[src/rtl/fuse_ctrl_edn_rsp_if.sv]
`default_nettype none
// ============================================================================
// Module      : fuse_ctrl_edn_rsp_if
// Description : EDN request/response bundle between fuse_ctrl and responder.
// Revision    : 1.0 - initial release
// ============================================================================
interface fuse_ctrl_edn_rsp_if #(
    parameter int CNT_WIDTH = 16
) ();
    logic                 edn_req_i;
    logic [7:0]           lat_i;
    logic                 stall_i;
    logic                 fips_fail_i;
    logic                 clr_err_i;
    logic                 edn_ack_o;
    logic                 edn_fips_o;
    logic [31:0]          edn_bus_o;
    logic                 busy_o;
    logic [CNT_WIDTH-1:0] ack_cnt_o;
    logic                 proto_err_o;

    // fuse_ctrl side: raises requests, consumes entropy words
    modport master (
        output edn_req_i, lat_i, stall_i, fips_fail_i, clr_err_i,
        input  edn_ack_o, edn_fips_o, edn_bus_o, busy_o, ack_cnt_o, proto_err_o
    );

    modport slave (
        input  edn_req_i, lat_i, stall_i, fips_fail_i, clr_err_i,
        output edn_ack_o, edn_fips_o, edn_bus_o, busy_o, ack_cnt_o, proto_err_o
    );
endinterface
`default_nettype wire

[src/rtl/fuse_ctrl_edn_rsp.sv]
`default_nettype none
// ============================================================================
// Module      : fuse_ctrl_edn_rsp
// Description : EDN responder returning LFSR entropy words with programmable
//               latency, stall, FIPS flag, ack counter and protocol error flag.
// Revision    : 1.0 - initial release
// ============================================================================
module fuse_ctrl_edn_rsp #(
    parameter logic [31:0] LFSR_SEED    = 32'h0000_0001,
    parameter logic        FIPS_DEFAULT = 1'b1,
    parameter int          CNT_WIDTH    = 16
) (
    input  wire logic             clk_i,
    input  wire logic             rst_i,
    fuse_ctrl_edn_rsp_if.slave    edn
);

    // An all-zero seed would lock the LFSR, so it is remapped to 1
    localparam logic [31:0]          c_seed    = (LFSR_SEED == 32'h0) ? 32'h1 : LFSR_SEED;
    localparam logic [31:0]          c_poly    = 32'h8020_0003;
    localparam logic [CNT_WIDTH-1:0] c_cnt_max = {CNT_WIDTH{1'b1}};
    localparam logic [CNT_WIDTH-1:0] c_cnt_one = {{(CNT_WIDTH-1){1'b0}}, 1'b1};

    typedef enum logic [1:0] {
        ST_IDLE = 2'd0,
        ST_WAIT = 2'd1,
        ST_ACK  = 2'd2
    } state_t;

    state_t               r_state;
    logic [7:0]           r_cnt;
    logic [31:0]          r_lfsr;
    logic                 r_ack;
    logic                 r_fips;
    logic [31:0]          r_bus;
    logic                 r_busy;
    logic [CNT_WIDTH-1:0] r_ack_cnt;
    logic                 r_proto_err;
    logic [31:0]          w_lfsr_next;

    assign w_lfsr_next = r_lfsr[0] ? ((r_lfsr >> 1) ^ c_poly) : (r_lfsr >> 1);

    always_ff @(posedge clk_i) begin
        if (rst_i) begin
            r_state     <= ST_IDLE;
            r_cnt       <= 8'd0;
            r_lfsr      <= c_seed;
            r_ack       <= 1'b0;
            r_fips      <= 1'b0;
            r_bus       <= 32'h0;
            r_busy      <= 1'b0;
            r_ack_cnt   <= '0;
            r_proto_err <= 1'b0;
        end else begin
            // A clear is overridden by an abort on the same edge (later NBA)
            if (edn.clr_err_i) begin
                r_proto_err <= 1'b0;
            end
            case (r_state)
                ST_IDLE: begin
                    if (edn.edn_req_i) begin
                        r_cnt   <= edn.lat_i;
                        r_busy  <= 1'b1;
                        r_state <= ST_WAIT;
                    end
                end
                ST_WAIT: begin
                    if (!edn.edn_req_i) begin
                        r_proto_err <= 1'b1;
                        r_busy      <= 1'b0;
                        r_state     <= ST_IDLE;
                    end else if (edn.stall_i) begin
                        r_cnt <= r_cnt;
                    end else if (r_cnt == 8'd0) begin
                        r_ack   <= 1'b1;
                        r_bus   <= r_lfsr;
                        r_fips  <= FIPS_DEFAULT & ~edn.fips_fail_i;
                        r_state <= ST_ACK;
                    end else begin
                        r_cnt <= r_cnt - 8'd1;
                    end
                end
                ST_ACK: begin
                    r_ack   <= 1'b0;
                    r_busy  <= 1'b0;
                    r_lfsr  <= w_lfsr_next;
                    r_state <= ST_IDLE;
                    if (r_ack_cnt != c_cnt_max) begin
                        r_ack_cnt <= r_ack_cnt + c_cnt_one;
                    end
                end
                default: begin
                    r_ack   <= 1'b0;
                    r_busy  <= 1'b0;
                    r_state <= ST_IDLE;
                end
            endcase
        end
    end

    assign edn.edn_ack_o   = r_ack;
    assign edn.edn_fips_o  = r_fips;
    assign edn.edn_bus_o   = r_bus;
    assign edn.busy_o      = r_busy;
    assign edn.ack_cnt_o   = r_ack_cnt;
    assign edn.proto_err_o = r_proto_err;

endmodule
`default_nettype wire

[src/flat_wrapper.sv]
// flat-port wrapper written by rule: the top's interface ports become plain ports
module fuse_ctrl_edn_rsp_flat 
#(
    parameter logic [31:0] LFSR_SEED    = 32'h0000_0001,
    parameter logic        FIPS_DEFAULT = 1'b1,
    parameter int          CNT_WIDTH    = 16
)
  (clk_i, rst_i, edn_edn_req_i, edn_lat_i, edn_stall_i, edn_fips_fail_i, edn_clr_err_i, edn_edn_ack_o, edn_edn_fips_o, edn_edn_bus_o, edn_busy_o, edn_ack_cnt_o, edn_proto_err_o);
  fuse_ctrl_edn_rsp_if #(.CNT_WIDTH(CNT_WIDTH)) edn_i ();
  input  wire logic clk_i;
  input  wire logic rst_i;
  input wire logic [$bits(edn_i.edn_req_i)-1:0] edn_edn_req_i;
  input wire logic [$bits(edn_i.lat_i)-1:0] edn_lat_i;
  input wire logic [$bits(edn_i.stall_i)-1:0] edn_stall_i;
  input wire logic [$bits(edn_i.fips_fail_i)-1:0] edn_fips_fail_i;
  input wire logic [$bits(edn_i.clr_err_i)-1:0] edn_clr_err_i;
  output wire logic [$bits(edn_i.edn_ack_o)-1:0] edn_edn_ack_o;
  output wire logic [$bits(edn_i.edn_fips_o)-1:0] edn_edn_fips_o;
  output wire logic [$bits(edn_i.edn_bus_o)-1:0] edn_edn_bus_o;
  output wire logic [$bits(edn_i.busy_o)-1:0] edn_busy_o;
  output wire logic [$bits(edn_i.ack_cnt_o)-1:0] edn_ack_cnt_o;
  output wire logic [$bits(edn_i.proto_err_o)-1:0] edn_proto_err_o;
  assign edn_i.edn_req_i = edn_edn_req_i;
  assign edn_i.lat_i = edn_lat_i;
  assign edn_i.stall_i = edn_stall_i;
  assign edn_i.fips_fail_i = edn_fips_fail_i;
  assign edn_i.clr_err_i = edn_clr_err_i;
  assign edn_edn_ack_o = edn_i.edn_ack_o;
  assign edn_edn_fips_o = edn_i.edn_fips_o;
  assign edn_edn_bus_o = edn_i.edn_bus_o;
  assign edn_busy_o = edn_i.busy_o;
  assign edn_ack_cnt_o = edn_i.ack_cnt_o;
  assign edn_proto_err_o = edn_i.proto_err_o;
  fuse_ctrl_edn_rsp #(.LFSR_SEED(LFSR_SEED), .FIPS_DEFAULT(FIPS_DEFAULT), .CNT_WIDTH(CNT_WIDTH)) u_core (.clk_i(clk_i), .rst_i(rst_i), .edn(edn_i));
endmodule
[config.mk]
export PLATFORM = sky130hd
export DESIGN_NAME = fuse_ctrl_edn_rsp_flat
export DESIGN_NICKNAME = d
export VERILOG_FILES = /design/src/rtl/fuse_ctrl_edn_rsp_if.sv /design/src/rtl/fuse_ctrl_edn_rsp.sv /design/src/flat_wrapper.sv
export SDC_FILE = /design/constraint.sdc
export NUM_CORES = 1
export LEC_CHECK = 0
export ABC_AREA = 1
export CORE_UTILIZATION = 35
export CTS_CLUSTER_DIAMETER = 200
export DETAILED_ROUTE_END_ITERATION = 8
export SYNTH_ARGS = -nofsm -noshare
export SYNTH_HDL_FRONTEND = slang
export SYNTH_SLANG_ARGS = --single-unit
[constraint.sdc]
create_clock -name clk_i -period 1.5 [get_ports clk_i]
set_input_delay 0.3 -clock clk_i [delete_from_list [all_inputs] [get_ports clk_i]]
set_output_delay 0.3 -clock clk_i [all_outputs]
set_load 0.05 [all_outputs]
Yosys cells after proc, flatten, opt, wreduce, memory -nomap -nowiden
Index checks and enable logic that the tools add are counted.
{ "classes": {"mux": 21, "n_eq_ne": 11, "bitwise_logic": 4, "reduce_logical": 9, "n_addsub": 2} }
{ "op_table": {"columns": ["op", "count"], "rows": [
  ["32-bit two-way mux", 1],
  ["8-bit two-way mux", 4],
  ["16-bit by 1-bit adder with 16-bit output, second input constant", 1],
  ["16-bit != test, second input constant", 1],
  ["8-bit one-hot mux with 2 select lines", 1],
  ["2-bit != test, second input constant", 5],
  ["8-bit zero test", 1],
  ["1-bit two-way mux", 8],
  ["2-bit two-way mux", 4],
  ["4-bit AND reduction", 2],
  ["8-bit by 1-bit subtractor with 8-bit output, second input constant", 1],
  ["5-bit AND reduction", 1],
  ["3-bit NOT with 4-bit output", 1],
  ["1-bit one-hot mux with 2 select lines", 2],
  ["2-bit one-hot mux with 2 select lines", 1],
  ["2-bit AND reduction", 2],
  ["3-bit by 2-bit != test with 1-bit output, second input constant", 1],
  ["3-bit != test, second input constant", 1],
  ["1-bit NOT", 3],
  ["3-bit AND reduction", 1],
  ["2-bit by 1-bit equality test with 1-bit output, second input constant", 1],
  ["2-bit equality test, second input constant", 1],
  ["2-bit zero test", 1],
  ["2-bit by 1-bit != test with 1-bit output, second input constant", 1],
  ["2-bit nonzero test", 1]
]} }
{ "totals": {"inputBits": 14, "reg_bits": 94} }

Depth between registers and ports, before layout
Gate-level depths: netlist of the first run.
{ "depth": {"word_depth": 5, "depth_mapped": 11, "mapped_depth_nobuf": 10} }

Least setup slack after synthesis of the first run
No wires, ideal clock.
{ "synth_path": {"path_type": "register to register", "from": "register u_core.r_ack_cnt[0], in the netlist u_core.edn.ack_cnt_o[0]", "to": "register u_core.r_ack_cnt[12], in the netlist u_core.edn.ack_cnt_o[12]", "stages_incl_launch_ff": 12, "path_slack_ns": -0.402, "setup_ns": 0.128, "arrival_ns": 1.774, "synth_period_minus_slack_ns": 1.902, "path_buffers": 1, "cell_sequence": "dfxtp_1 > ha_1 > nand2_1 > nor2_1 > nand2_1 > nor2_1 > nor2_2 > buf_2 > nand2_1 > nand2_1 > nand2_1 > nor2_1"} }
{ "synth_via": {"elab_chain_len": 2} }
{ "synth_rtl": {"columns": ["item", "line", "source"], "rows": [
  ["start: declaration", "fuse_ctrl_edn_rsp.sv:37", "logic [CNT_WIDTH-1:0] r_ack_cnt;"],
  ["start signal: assignment", "fuse_ctrl_edn_rsp.sv:89", "r_ack_cnt <= r_ack_cnt + c_cnt_one;"],
  ["parallel branches: the longest is 2 deep, another holds 16-bit by 1-bit adder with 16-bit output", null, null]
]} }
Several ways; the timed one is not identified.
A chain may end at the register's enable or synchronous reset.

Final worst setup path of the first run
{ "layout_path": {"from": "register u_core.r_cnt[5]", "to": "register u_core.r_bus[15], in the netlist u_core.edn.edn_bus_o[15]"} }
{ "layout_via": {"elab_chain_len": 2} }
{ "layout_rtl": {"columns": ["item", "line", "source"], "rows": [
  ["start: declaration", "fuse_ctrl_edn_rsp.sv:31", "logic [7:0] r_cnt;"],
  ["start signal: assignment", "fuse_ctrl_edn_rsp.sv:62", "r_cnt <= edn.lat_i;"],
  ["start signal: assignment", "fuse_ctrl_edn_rsp.sv:73", "r_cnt <= r_cnt;"],
  ["start signal: assignment", "fuse_ctrl_edn_rsp.sv:80", "r_cnt <= r_cnt - 8'd1;"],
  ["8-bit zero test", "fuse_ctrl_edn_rsp.sv:74", "end else if (r_cnt == 8'd0) begin"],
  ["4-bit AND reduction (no source line)", null, null],
  ["end signal: assignment", "fuse_ctrl_edn_rsp.sv:76", "r_bus <= r_lfsr;"],
  ["end: declaration", "fuse_ctrl_edn_rsp.sv:35", "logic [31:0] r_bus;"]
]} }
No other way between the ends.

==> metrics, run 1 <==
I/O Buffers 65; maximum root-to-sink buffer count 2; final period utilization 102%; share of layout cells above drive strength 1 36.1%; CTS Buf Count 9; Hold Crit Class reg2reg; Detail Route Antenna Nets 0; I/O Pins 66; area delta synth->final 63.8%; cell-by-cell trace of the critical path nor2_1 -> nand2_2 -> nor2_4 -> nand3_4 -> clkbuf_16 -> o21ai_4 -> a21oi_2; Syn Nets 573; commonest non-fill, non-tap cell in the layout nor2_1; H-tree level count 3; Via-to-Cell Ratio 4.73; max-cap violations 0; Final Total Pwr 5.37 mW; Inst Count DP 764; gr usage total 16.5%; DIE AREA 0.0118 mm^2; Fillers 951; Final Cell Area 0.00652 mm^2; pre-CTS setup slack -0.255 ns; Slew Limit Fails 0; normalized max-slew margin 77.7%; Starting DRT DRC Count 141; Vias 3782; TritonCTS clock tree done; WP depth 7; routed wire length 9900 um; hold path depth 2; number of synthesized flops with an enable pin 0; switch share 24.9%; measured slew at the worst slew-check pin 0.325 ns; GP Congestion 0.793; Sink Count 94; Worst setup SP type flip-flop; nets@finish 674; RSZ-0062 raised after global routing true; CP Max Fanout 8; Initial Util 36.4%; Hold Fails Final Rpt 0; Yosys warning total 0; synthesized cell area 0.00398 mm^2; final cell count without fillers 800; vias in the first global route 3477; initial antenna violation count 0; Combinational Power Share 13.8%; slowest stage delay, CP 0.33 ns; synthesized area per cell 7.16 um^2; PD cells 823 mW/mm^2; post-synthesis instance total 556; row cnt 38; post-route setup slack -0.0304 ns; failing checks setup timing; final critical-path required period 1.53 ns; CP arrival 1.75 ns; hold_buf cts 0; wire length per cell 12.4 um; register bit count reported by yosys 94; Main synth FF type dfxtp_1; LEAKAGE 2.70 nW; setup TNS -0.253 ns; register area share after synthesis 47.3%; pin count of the biggest net entering global routing 57; cell with the largest stage delay on the worst path dfxtp_1; status complete, but fails checks; Die H 109 um; drt first pass iters 4; Clock Power Share 37.9%; Reg power frac 48.3%; Critical Path End Type flip-flop; worst reg2reg path depth 7; Max VDD drop 0.459 mV; Pint 4.03 mW; first-pass GRT wire length 15500 um; Placed Area 0.00550 mm^2; commonest cells after routing, fill and taps aside nor2_1, nand2_1, dfxtp_1, inv_1, buf_12; Setup Crit Path Kind reg2reg; worst path required time 1.72 ns; clock latency on the worst-skew pair 0.33 ns; Core Region 0.0109 mm^2; Bufs and invs on worst path 1; hpwl dp 6030 um; Setup Viol. Count Final 18; Clock Skew 0.00821 ns; Unique masters post-synth 29; fmax 0.653 GHz; Ant. Diodes 0; Psw 1.33 mW; fraction of registers with async set/reset 0%; DIE WIDTH 109 um; Worst-path clk slew 0.06 ns; DRC viols 0; Root Buffer clkbuf_16; total grt overflow 0; CP top delay family simple AND/OR/NAND/NOR gates
-- worst register-to-register path, cell delays in order, from the launching register on --
cell	delay, ns
dfxtp_1	0.33
nor2_1	0.18
nand2_2	0.12
nor2_4	0.13
nand3_4	0.22
clkbuf_16	0.27
o21ai_4	0.13
a21oi_2	0.04
-- routing by layer --
layer | vias up | global-route usage [%] | wire, um
met5 | - | 0 | 0
met4 | 0 | 6.18 | 101
met3 | 9 | 3.05 | 361
met2 | 75 | 26.4 | 4760
met1 | 1725 | 22.0 | 4680
li1 | 1973 | - | -
-- Yosys cell counts (2+ instances only) --
| library cell | number | share of area (%) |
|---|---|---|
| dfxtp_1 | 94 | 47 |
| nor2_1 | 93 | 8.8 |
| nand2_1 | 92 | 8.7 |
| inv_1 | 66 | 6.2 |
| o21ai_0 | 62 | 7.8 |
| a21oi_1 | 59 | 7.4 |
| nand3_1 | 21 | 2.6 |
| clkbuf_1 | 15 | 1.4 |
| o21ai_1 | 10 | 1.3 |
| buf_6 | 5 | 1.4 |
| inv_2 | 4 | 0.38 |
| nand4_1 | 4 | 0.63 |
| xor2_1 | 4 | 0.88 |
| buf_1 | 3 | 0.28 |
| buf_2 | 3 | 0.38 |
| ha_1 | 3 | 0.94 |
| nor2_4 | 3 | 0.85 |
| nor2_2 | 2 | 0.31 |
| or2_2 | 2 | 0.31 |
| xnor2_1 | 2 | 0.44 |
-- final cells by class --
| type | instances | area, um^2 | share of cell area [%] |
|---|---|---|---|
| clock buffers | 12 | 246 | 3.78 |
| well taps | 140 | 175 | 2.69 |
| clock inverters | 2 | 10.0 | 0.154 |
| flip-flops and latches | 94 | 1910 | 29.3 |
| repair buffers | 116 | 1740 | 26.7 |
| inverters | 70 | 263 | 4.03 |
| multi-input cells | 366 | 2170 | 33.3 |
-- sequential cells by signal, summed over array words and instances (netlist names) --
name and cells:
u_core.edn.edn_bus_o 32, u_core.r_lfsr 32, u_core.edn.ack_cnt_o 16, u_core.r_cnt 8, u_core.r_state 2, u_core.edn.busy_o 1, u_core.edn.edn_ack_o 1, u_core.edn.edn_fips_o 1
u_core.edn.proto_err_o 1
-- power groups by stage --
stage | clock network, mW | registers (mW) | logic (mW)
finish | 2.03 | 2.59 | 0.743
global route | 2.20 | 2.60 | 0.805
CTS | 2.10 | 2.59 | 0.604
detailed placement | 0 | 2.64 | 0.582
global placement | 0 | 2.64 | 0.574
floorplan | 0 | 2.71 | 0.269
-- final timing paths --
path	from	endpoint	slack [ns]
max	u_core.r_cnt[5]$_SDFFE_PP0P_	u_core.edn.edn_bus_o[15]$_SDFFE_PP0P_	-0.03
min	u_core.edn.edn_bus_o[7]$_SDFFE_PP0P_	u_core.edn.edn_bus_o[7]$_SDFFE_PP0P_	0.48
max reg2reg	u_core.r_cnt[5]$_SDFFE_PP0P_	u_core.edn.edn_bus_o[15]$_SDFFE_PP0P_	-0.03
min reg2reg	u_core.edn.edn_bus_o[7]$_SDFFE_PP0P_	u_core.edn.edn_bus_o[7]$_SDFFE_PP0P_	0.48
-- per-stage QoR --
stage	util, %	hold slack (ns)
3_5_place_dp	50.3	0.462
6_report	59.6	0.479
5_1_grt	59.6	0.497
3_3_place_gp	50.3	0.462
4_1_cts	53.4	0.476
2_1_floorplan	-	0.390
-- repair_timing --
action                                  4_1_cts  5_1_grt
gates resized for setup                       6      136
gates cloned                                  1        7
setup buffers                                 4       11
endpoints found under the setup margin       38       54
pin swaps                                     3       25
-- logic make-up after synthesis --
kind of cell | count (synthesis) | synth area share, %
adder cells (fa/ha/maj) | 3 | 0.943
buffers and inverters | 96 | 10.1
AND/OR/NAND/NOR | 221 | 22.9
AO/OA/AOI/OAI | 136 | 17.4
XOR/XNOR | 6 | 1.32
flip-flops | 94 | 47.3
No activity file was read; power rests on OpenSTA's default activity.
==> run 2, diff against run 1 <==
Settings changed: CORE_ASPECT_RATIO set to 1.2, CORE_UTILIZATION 35 to 30.
==> metrics, run 2 (synthesis results as in run 1) <==
DIE WIDTH 107 um; fmax 0.671 GHz; share of layout cells above drive strength 1 27.9%; maximum root-to-sink buffer count 2; first-pass GRT wire length 15800 um; pin count of the biggest net entering global routing 68; Final Cell Area 0.00617 mm^2; DRC viols 0; area delta synth->final 55.1%; Max VDD drop 0.564 mV; CP arrival 1.78 ns; Psw 1.46 mW; Initial Util 31.1%; nets@finish 668; Hold Fails Final Rpt 0; I/O Pins 66; Pint 4.01 mW; Fillers 1218; Clock Power Share 40.4%; row cnt 45; total grt overflow 0; Met2 Wirelength 5010 um; TritonCTS clock tree done; Starting DRT DRC Count 76; Sink Count 94; clock latency on the worst-skew pair 0.34 ns; wire length per cell 12.0 um; H-tree level count 3; Hold Slack 0.481 ns; M1 wire length 4480 um; Worst setup SP type flip-flop; RSZ-0062 raised after global routing true; PD cells 887 mW/mm^2; Core Region 0.0128 mm^2; final period utilization 99.3%; Hold Crit Class reg2reg; max-cap violations 0; vias in the first global route 3551; final critical-path required period 1.49 ns; Via-to-Cell Ratio 4.65; DIE AREA 0.0137 mm^2; Ant. Diodes 0; CTS Buf Count 9; uppermost layer routed met4; commonest cells after routing, fill and taps aside nor2_1, nand2_1, dfxtp_1, inv_1; Slew Limit Fails 0; Clock Skew 0.0101 ns; LEAKAGE 2.59 nW; routed wl met3 275 um; Critical Path End Type flip-flop; Reg power frac 47.4%; Detail Route Antenna Nets 0; Root Buffer clkbuf_16; switch share 26.7%; I/O Buffers 65; routed wire length 9880 um; Die H 128 um; hpwl dp 6130 um; measured slew at the worst slew-check pin 0.360 ns; Setup Viol. Count Final 0; commonest non-fill, non-tap cell in the layout nor2_1; normalized max-slew margin 75.4%; CP Max Fanout 8; Setup Crit Path Kind reg2reg; GP Congestion 0.848; Placed Area 0.00552 mm^2; initial antenna violation count 0; gr usage total 14.2%; Combinational Power Share 12.3%; Vias 3812; worst path required time 1.79 ns; status completed; drt first pass iters 4; Util after Layout 48.3%; Final Total Pwr 5.47 mW; Worst-path clk slew 0.07 ns
## run 2: power by group through the flow
| stage | clock (mW) | sequential (mW) | combinational, mW |
|---|---|---|---|
| 2_1_floorplan | 0 | 2.71 | 0.269 |
| 3_3_place_gp | 0 | 2.65 | 0.573 |
| 3_5_place_dp | 0 | 2.65 | 0.580 |
| 4_1_cts | 2.28 | 2.59 | 0.605 |
| 5_1_grt | 2.38 | 2.60 | 0.734 |
| 6_report | 2.21 | 2.59 | 0.672 |
## run 2: timing repair
item | in CTS | in global routing
hold buffers | 0 | 0
setup endpoints to repair | 33 | 51
pin swaps | 1 | 6
buffers inserted | 1 | 8
cloned | 1 | 5
resized for setup | 8 | 58
## run 2: area by class of cell
type                       instances  area, um^2  share of cell area (%)
sequential                        94        1910                    30.9
multi-input combinational        366        1870                    30.3
timing repair buffer             110        1640                    26.6
inverter                          70         263                    4.26
clock buffer                       9         225                    3.65
tap                              164         205                    3.32
clock inverter                     7        61.3                   0.993
## run 2: through the flow
| step | setup WS, ns | setup TNS [ns] | std cells |
|---|---|---|---|
| floorplan | 0.0183 | 0 | 556 |
| global placement | -0.201 | -7.38 | 789 |
| detailed placement | -0.239 | -8.11 | 789 |
| CTS | -0.0000150 | -0.0000150 | 807 |
| global route | -0.0679 | -0.666 | 820 |
| finish | 0.00988 | 0 | 820 |
## run 2: layer usage
layer / GRT usage (%) / vias up
met5: 0 / -
met4: 4.92 / 0
met3: 2.75 / 8
met2: 24.4 / 54
met1: 17.7 / 1792
li1: - / 1958
## run 2: critical path, cell delays in order, from the launching register on
cell and delay, ns:
dfxtp_2 0.32, inv_2 0.07, ha_4 0.14, nand3_4 0.08
nor2_4 0.14, nand3_4 0.20, clkbuf_16 0.25, a21oi_2 0.13
o21a_1 0.11
## run 2: worst paths after layout
check | startpoint | end | slack (ns) | cells past startpoint
worst min register to register | u_core.edn.edn_bus_o[31]$_SDFFE_PP0P_ | u_core.edn.edn_bus_o[31]$_SDFFE_PP0P_ | 0.48 | 2
worst min-delay path | u_core.edn.edn_bus_o[31]$_SDFFE_PP0P_ | u_core.edn.edn_bus_o[31]$_SDFFE_PP0P_ | 0.48 | 2
worst max-delay path | u_core.r_cnt[0]$_SDFFE_PP0P_ | u_core.edn.edn_fips_o$_SDFFE_PP0P_ | 0.01 | 8
worst max register to register | u_core.r_cnt[0]$_SDFFE_PP0P_ | u_core.edn.edn_fips_o$_SDFFE_PP0P_ | 0.01 | 8
==> run 3, diff against run 2 <==
Settings changed: CORE_UTILIZATION 30 to 36.
==> metrics, run 3 (synthesis results as in run 1) <==
status complete, but fails checks; failing checks DRC; Final Cell Area 0.00632 mm^2; final cell count without fillers 787; wire length per cell 12.7 um; Max VDD drop 0.724 mV; vias in the first global route 3606; normalized max-slew margin 79.3%; DRC viols 5; worst path required time 1.73 ns; cell-by-cell trace of the critical path inv_2 -> ha_4 -> nand3_4 -> nor2_4 -> nand3_4 -> clkbuf_16 -> o21ai_4 -> a21oi_2; startpoint of the worst hold path u_core.edn.edn_bus_o[3]$_SDFFE_PP0P_; Fillers 918; pin count of the biggest net entering global routing 68; LEAKAGE 2.68 nW; DIE WIDTH 98.0 um; I/O Buffers 65; area delta synth->final 58.8%; Root Buffer clkbuf_16; routed wl met3 263 um; Critical Path End Type flip-flop; Clock Skew 0.00797 ns; Slew Limit Fails 0; PD cells 896 mW/mm^2; Hold Fails Final Rpt 0; H-tree level count 3; Initial Util 37.5%; fmax 0.668 GHz; Placed Area 0.00551 mm^2; Met2 Wirelength 5110 um; final critical-path required period 1.50 ns; hold_buf cts 0; Sink Count 94; commonest non-fill, non-tap cell in the layout nor2_1; Detail Route Antenna Nets 0; cell with the largest stage delay on the worst path dfxtp_1; initial antenna violation count 0; Die H 117 um; Ant. Diodes 0; I/O Pins 66; slowest stage delay, CP 0.31 ns; worst reg2reg path depth 8; routed wire length 10000 um; Setup Crit Path Kind reg2reg; final period utilization 99.8%; Hold Crit Class reg2reg; DIE AREA 0.0115 mm^2; total grt overflow 0; max-cap violations 0; Via-to-Cell Ratio 4.87; RSZ-0062 raised after global routing true; CP Max Fanout 8; Inst Count DP 756; Worst-path clk slew 0.06 ns; setup TNS 0 ns; Seq. cell area 0.00191 mm^2; Vias 3835; Hold EP u_core.edn.edn_bus_o[3]$_SDFFE_PP0P_; CP top delay family simple AND/OR/NAND/NOR gates; CP most frequent cell nand3_4; R2R setup slack 0.002 ns; RR Startpoint u_core.r_cnt[1]$_SDFFE_PP0P_; nets@finish 670; Setup Viol. Count Final 0; GP Congestion 0.778; area of the multi-input gates 0.00198 mm^2; M1 wire length 4380 um; Bufs and invs on worst path 2; Worst setup SP type flip-flop; share of layout cells above drive strength 1 30.5%; clock latency on the worst-skew pair 0.34 ns; hpwl dp 6170 um; maximum root-to-sink buffer count 2; gr usage total 17.3%; commonest cells after routing, fill and taps aside nor2_1, nand2_1, dfxtp_1, inv_1; CP startpoint u_core.r_cnt[1]$_SDFFE_PP0P_; TritonCTS clock tree done; CTS Buf Count 9; Hold Slack 0.483 ns; row cnt 41; first-pass GRT wire length 16100 um; CP arrival 1.73 ns; hold path depth 2; Starting DRT DRC Count 127; measured slew at the worst slew-check pin 0.303 ns; Reg-to-Reg End u_core.edn.edn_bus_o[26]$_SDFFE_PP0P_; drt first pass iters 7; Core Region 0.0106 mm^2; uppermost layer routed met4
==> run 3: changes by cell type in the layout (fill, tap and decap cells not counted), sizes merged <==
cell / change
clkinv: -1
clkinvlp: +2
inv: -4
buf: +1
bufinv: +1
clkbuf: +3
==> run 3: what timing repair did <==
item / 4_1_cts / 5_1_grt
buffers inserted: 1 / 7
endpoints found under the setup margin: 34 / 53
pin swaps: 1 / 19
cloned: 1 / 6
endpoints found under the hold margin: 0 / 0
gates resized for setup: 8 / 85
==> run 3: worst max-delay path by stage <==
stage | to | cells past startpoint | slack (ns)
5_1_grt | u_core.edn.edn_fips_o$_SDFFE_PP0P_ | 7 | -0.07
3_3_place_gp | u_core.r_cnt[1]$_SDFFE_PP0P_ | 9 | -0.19
3_5_place_dp | u_core.r_cnt[1]$_SDFFE_PP0P_ | 9 | -0.24
6_report | u_core.edn.edn_bus_o[26]$_SDFFE_PP0P_ | 8 | 0.002
4_1_cts | u_core.edn.edn_bus_o[3]$_SDFFE_PP0P_ | 8 | 0.0005
2_1_floorplan | u_core.edn.ack_cnt_o[12]$_SDFFE_PP0P_ | 11 | 0.02
==> run 3: final cells by class <==
class                      count  share of cell area [%]
multi-input combinational    366                    31.3
sequential                    94                    30.3
timing repair buffer         112                    26.7
inverter                      70                    4.16
clock buffer                  11                    4.02
tap                          129                    2.55
clock inverter                 5                   0.990
==> run 3: per-stage QoR <==
step	worst slack (ns)	utilization [%]	power, mW
after floorplan	0.0183	-	2.98
final	0.00233	59.5	5.66
after global placement	-0.188	51.9	3.22
after CTS	0.000514	55.4	5.65
after global routing	-0.0682	59.5	5.89
after detailed placement	-0.245	51.9	3.23
==> run 3: worst register-to-register path, cell delays in order, from the launching register on <==
cell and delay, ns:
dfxtp_1 0.31, inv_2 0.08, ha_4 0.15, nand3_4 0.09
nor2_4 0.15, nand3_4 0.19, clkbuf_16 0.25, o21ai_4 0.14
a21oi_2 0.04
==> run 3: power by group <==
group          internal, mW  leakage [nW]  switching [mW]
Clock                  1.41         0.148           0.998
Sequential             2.54         0.770          0.0470
Combinational         0.305          1.76           0.365
==> run 3: layer usage <==
metal | track usage (%) | up-vias
li1 | - | 1962
met1 | 21.0 | 1784
met2 | 30.3 | 68
met3 | 2.85 | 21
met4 | 8.18 | 0
met5 | 0 | -
